### config.mk
export PLATFORM = sky130hd
export DESIGN_NAME = csa_sub_20b
export DESIGN_NICKNAME = d
export VERILOG_FILES = /design/src/rtl/csa_pkg.sv /design/src/rtl/csa_sub_block.sv /design/src/rtl/csa_sub_20b.sv
export SDC_FILE = /design/constraint.sdc
export NUM_CORES = 1
export LEC_CHECK = 0
export CAP_MARGIN = 0
export CORE_MARGIN = 3
export CORE_UTILIZATION = 51
export CTS_CLUSTER_DIAMETER = 120
export DETAILED_ROUTE_END_ITERATION = 8
export PLACE_DENSITY = 0.88
export SLEW_MARGIN = 40
export SYNTH_ARGS = -nofsm -noshare
export SYNTH_HDL_FRONTEND = slang
export SYNTH_SLANG_ARGS = --single-unit
### constraint.sdc
create_clock -name clk -period 5.5 [get_ports clk]
set_input_delay 0.825 -clock clk [delete_from_list [all_inputs] [get_ports clk]]
set_output_delay 0.825 -clock clk [all_outputs]
set_load 0.02 [all_outputs]
### src/rtl/csa_pkg.sv
// Shared constants and operand/result types for the carry-select adder and subtractor.
// The subtractor's optional borrow counter (CSA_SUB_BORROW_CNT_EN) takes its width from here.
`timescale 1ns/1ps
package csa_pkg;

    localparam int CSA_WIDTH     = 20;
    localparam int CSA_BLOCK     = 10;
    localparam int CSA_CNT_WIDTH = 16;

    typedef logic [CSA_WIDTH-1:0] operand_t;
    typedef logic [CSA_WIDTH:0]   result_t;

endpackage

### src/rtl/csa_sub_block.sv
// Combinational BLOCK-bit dual-borrow subtractor.
// Produces the difference and borrow-out for both possible borrow-in values.
`timescale 1ns/1ps
module csa_sub_block #(
    parameter int BLOCK = 10
) (
    input  logic [BLOCK-1:0] a_i,
    input  logic [BLOCK-1:0] b_i,
    output logic [BLOCK-1:0] diff0_o,
    output logic             borrow0_o,
    output logic [BLOCK-1:0] diff1_o,
    output logic             borrow1_o
);

    // The extra top bit of each widened subtraction is the borrow-out.
    assign {borrow0_o, diff0_o} = {1'b0, a_i} - {1'b0, b_i};
    assign {borrow1_o, diff1_o} = {1'b0, a_i} - {1'b0, b_i} - (BLOCK+1)'(1);

endmodule

### src/rtl/csa_sub_20b.sv
// Two-stage pipelined carry-select subtractor with valid/ready handshake.
// Define CSA_SUB_BORROW_CNT_EN to add the saturating borrow_cnt output.
`timescale 1ns/1ps
module csa_sub_20b
    import csa_pkg::*;
#(
    parameter int WIDTH = CSA_WIDTH,
    parameter int BLOCK = CSA_BLOCK
) (
    input  logic             clk,
    input  logic             reset,
    input  logic             in_valid,
    output logic             in_ready,
    input  logic [WIDTH-1:0] a,
    input  logic [WIDTH-1:0] b,
    output logic             out_valid,
    input  logic             out_ready,
    output logic [WIDTH:0]   out_diff
`ifdef CSA_SUB_BORROW_CNT_EN
    ,
    output logic [CSA_CNT_WIDTH-1:0] borrow_cnt
`endif
);

    localparam int NUP = WIDTH / BLOCK - 1;

    logic s1Ready, s2Ready, accept;
    logic s1Valid_q, s2Valid_q;

    logic [BLOCK-1:0] lowDiff_d, lowDiff_q;
    logic             lowBorrow_d, lowBorrow_q;

    logic [NUP-1:0][BLOCK-1:0] upDiff0_d, upDiff0_q, upDiff1_d, upDiff1_q;
    logic [NUP-1:0]            upBorrow0_d, upBorrow0_q, upBorrow1_d, upBorrow1_q;

    logic [WIDTH:0] outDiff_d, outDiff_q;
    logic           selBorrow;

    assign s2Ready   = !s2Valid_q || out_ready;
    assign s1Ready   = !s1Valid_q || s2Ready;
    assign in_ready  = s1Ready && !reset;
    assign accept    = in_valid && in_ready;
    assign out_valid = s2Valid_q;
    assign out_diff  = outDiff_q;

    assign {lowBorrow_d, lowDiff_d} = {1'b0, a[BLOCK-1:0]} - {1'b0, b[BLOCK-1:0]};

    for (genvar i = 0; i < NUP; i++) begin : gUpper
        csa_sub_block #(
            .BLOCK(BLOCK)
        ) uBlock (
            .a_i      (a[(i+1)*BLOCK +: BLOCK]),
            .b_i      (b[(i+1)*BLOCK +: BLOCK]),
            .diff0_o  (upDiff0_d[i]),
            .borrow0_o(upBorrow0_d[i]),
            .diff1_o  (upDiff1_d[i]),
            .borrow1_o(upBorrow1_d[i])
        );
    end

    // Stage 2: the registered low borrow ripples through the precomputed upper blocks.
    always_comb begin
        selBorrow              = lowBorrow_q;
        outDiff_d              = '0;
        outDiff_d[BLOCK-1:0]   = lowDiff_q;
        for (int i = 0; i < NUP; i++) begin
            outDiff_d[(i+1)*BLOCK +: BLOCK] = selBorrow ? upDiff1_q[i] : upDiff0_q[i];
            selBorrow                       = selBorrow ? upBorrow1_q[i] : upBorrow0_q[i];
        end
        outDiff_d[WIDTH] = selBorrow;
    end

    always_ff @(posedge clk) begin
        if (reset) begin
            s1Valid_q <= 1'b0;
            s2Valid_q <= 1'b0;
            outDiff_q <= '0;
        end else begin
            if (s1Ready) begin
                s1Valid_q <= in_valid;
            end
            if (accept) begin
                lowDiff_q   <= lowDiff_d;
                lowBorrow_q <= lowBorrow_d;
                upDiff0_q   <= upDiff0_d;
                upDiff1_q   <= upDiff1_d;
                upBorrow0_q <= upBorrow0_d;
                upBorrow1_q <= upBorrow1_d;
            end
            if (s2Ready) begin
                s2Valid_q <= s1Valid_q;
                if (s1Valid_q) begin
                    outDiff_q <= outDiff_d;
                end
            end
        end
    end

`ifdef CSA_SUB_BORROW_CNT_EN
    logic [CSA_CNT_WIDTH-1:0] borrowCnt_q;

    // Counts delivered borrowing results, sticking at all-ones.
    always_ff @(posedge clk) begin
        if (reset) begin
            borrowCnt_q <= '0;
        end else if (out_valid && out_ready && out_diff[WIDTH] && (borrowCnt_q != '1)) begin
            borrowCnt_q <= borrowCnt_q + 1'b1;
        end
    end

    assign borrow_cnt = borrowCnt_q;
`endif

endmodule

==> metrics.cfg <==
[status]
outcome = finished clean

[global_routing]
grt_pass1_vias = 2031
met3_usage = 0.0258
grtUsageTotal = 0.159
gr-total-overflow = 0
use_met2 = 0.272
grt_max_degree = 33
grt_pass1_wl_um = 9080
met1_usage = 0.203
antenna_found_initial = 0
grt.busiest_layer = met2

[clocking]
cts-htree-levels = 2
clock_latency_ns = 0.31
postCtsHoldBufs = 0
clk_pin_slew_ns = 0.10
cts_sinks = 56
post_cts.repair.setup_buffers = 0
cts_tree = built
cts-root-buf = clkbuf_8
cts_resized = 0
cts_made_buffers = 5
cts_max_path_buffers = 2

[worst_setup_path]
rrSetupSlack_ns = 3.69
critPathArrivalTime_ns = 3.28
crit_path_end_kind = flip-flop
critPathMaxFanout = 4
worst-r2r-cell-count = 4
timing.rr.end = upDiff0_q[9]
cp-start-kind = input port
path_class = in2reg
r2r-start = out_valid
required_ns = 5.55

[synth]
synth_cell_types = 49
synthCells = 290
synth-async-reset-ratio = 0
yosys_register_bits = 56
yosys_warnings = 0
synth_edf_count = 33
synth_fp_nets = 357
synth_area_per_cell_um2 = 10.5
synth-seq-area-share = 0.475
synth_ff_type = edfxtp_1
synthesis.area_mm2 = 0.00305

[placed_design]
hpwl_um = 4370
io_buffers = 66
place_congestion = 0.782

[hold_path]
hp-start = out_diff[7]
hold-path-endpoint = out_diff[7]
hold_depth = 2
hold_class = reg2reg

[sta]
fin_crit_sh = 0.587
fin_tns_setup_ns = 0
clock.fmax_mhz = 310
rsz0062_at_grt = no
fin_skew_ns = 0.00780
worst_hold_slack_ns = 0.457
slew_headroom = 0.573
min_period_ns = 3.23
hold_viol = 0
worst_pin_slew_ns = 0.639
setup_viol = 0
drv_slew = 0

[die]
die_h_um = 83.4
coreArea_mm2 = 0.00564
die-width_um = 83.4
dieArea_mm2 = 0.00695
initial_core_util = 0.541
rows = 27
ios = 67

[layout]
fill_cells = 430
antennaDiodeCount = 0
layout.nets = 423
layout_common_cells = 65 x clkdlybuf4s50_1, 35 x inv_1, 33 x edfxtp_1
regArea_mm2 = 0.00145
drive_above_1_share = 0.0812
multi_input_area_mm2 = 0.00145
mostFrequentLayoutCell = clkdlybuf4s50_1
area_delta_synth_final_pct = 26.9

[route]
ant_nets = 0
drc = 0
wirelength_um = 5440
avgViaCountPerCell = 5.10
via_count = 2189
dr.pass1.iters = 4
drt_iter0_drc = 129
wl_per_cell_um = 12.7

[power_and_ir_drop]
p_leak_nw = 1.58
vdd_drop_max_v = 0.000141
powerDensity_mw_per_mm2 = 253

[job]
drv_cap = 0

[worst max path at each step]
stage | startpoint | endpoint | cells past startpoint
finish | a[10] | upDiff1_q[9] | 11
global route | a[10] | upBorrow1_q | 11
CTS | reset | in_ready | 3
detailed placement | a[10] | upDiff1_q[9] | 11
global placement | a[10] | upDiff1_q[9] | 11
floorplan | a[10] | upDiff1_q[9] | 10
[synthesized netlist by cell type (2+ instances only)]
cell type,n,area share
a21o_1,2,0.0049
xnor2_1,10,0.029
a31oi_1,2,0.0041
and2_1,2,0.0041
nor2_2,2,0.0041
xor2_1,9,0.026
nor3_1,5,0.0082
nand2b_1,4,0.0082
inv_1,35,0.043
mux2i_1,12,0.039
clkbuf_1,7,0.0086
edfxtp_1,33,0.32
nor2b_1,7,0.014
nand2_1,25,0.031
o21ai_0,6,0.0098
a21oi_2,2,0.0057
a21oi_1,21,0.034
ha_1,21,0.086
nor2_1,20,0.025
a211oi_1,12,0.030
dfxtp_1,23,0.15
nand3_1,2,0.0033
fa_1,2,0.013
[cell families after synthesis]
kind of cell | Yosys count | synth area share
AND/OR/NAND/NOR | 79 | 0.133
flip-flops | 56 | 0.475
adder cells (fa/ha/maj) | 23 | 0.0992
XOR/XNOR | 21 | 0.0652
AO/OA/AOI/OAI | 56 | 0.135
buffers and inverters | 43 | 0.0529
multiplexers | 12 | 0.0393
[sequential cells by signal (all words and copies together), names as in the netlist]
name and cells:
upBorrow0_q 1, s1Valid_q 1, upDiff1_q 10, out_diff 21
out_valid 1, upBorrow1_q 1, lowDiff_q 10, upDiff0_q 10
lowBorrow_q 1
[worst max-delay path, cell delays in order]
cell and delay [ns]:
clkdlybuf4s50_1 0.46, inv_1 0.04, ha_1 0.21, fa_1 0.40, nand2b_1 0.19, a211oi_1 0.33, o221a_2 0.26, nor2_2 0.05
xnor2_2 0.17, nand3b_1 0.20, xnor2_1 0.15
[layer usage]
| layer | vias up | share of wire |
|---|---|---|
| li1 | 1139 | - |
| met3 | 6 | 0.049 |
| met5 | - | 0 |
| met4 | 0 | 0.013 |
| met1 | 985 | 0.45 |
| met2 | 59 | 0.49 |
[layout make-up]
cell class | instances | share of cell area
Sequential cell | 56 | 0.375
Multi-Input combinational cell | 191 | 0.374
Timing Repair Buffer | 67 | 0.171
Inverter | 35 | 0.0339
Tap cell | 72 | 0.0232
Clock buffer | 5 | 0.0178
Clock inverter | 3 | 0.00549
[stage by stage]
| step | setup WS, ns | area (µm²) | instances | utilization | total power [mW] |
|---|---|---|---|---|---|
| floorplan | 2.61 | 3050 | 290 | - | 0.679 |
| global placement | 2.02 | 3780 | 421 | 0.671 | 0.756 |
| detailed placement | 1.93 | 3790 | 421 | 0.672 | 0.768 |
| CTS | 2.04 | 3880 | 429 | 0.688 | 0.984 |
| global route | 2.10 | 3870 | 429 | 0.687 | 1.03 |
| finish | 2.27 | 3870 | 429 | 0.687 | 0.979 |
[where the power goes]
part           internal, mW  switching, mW
Combinational         0.122          0.133
Clock                0.0911          0.131
Sequential            0.489         0.0134
(Power assumes the default switching activity.)
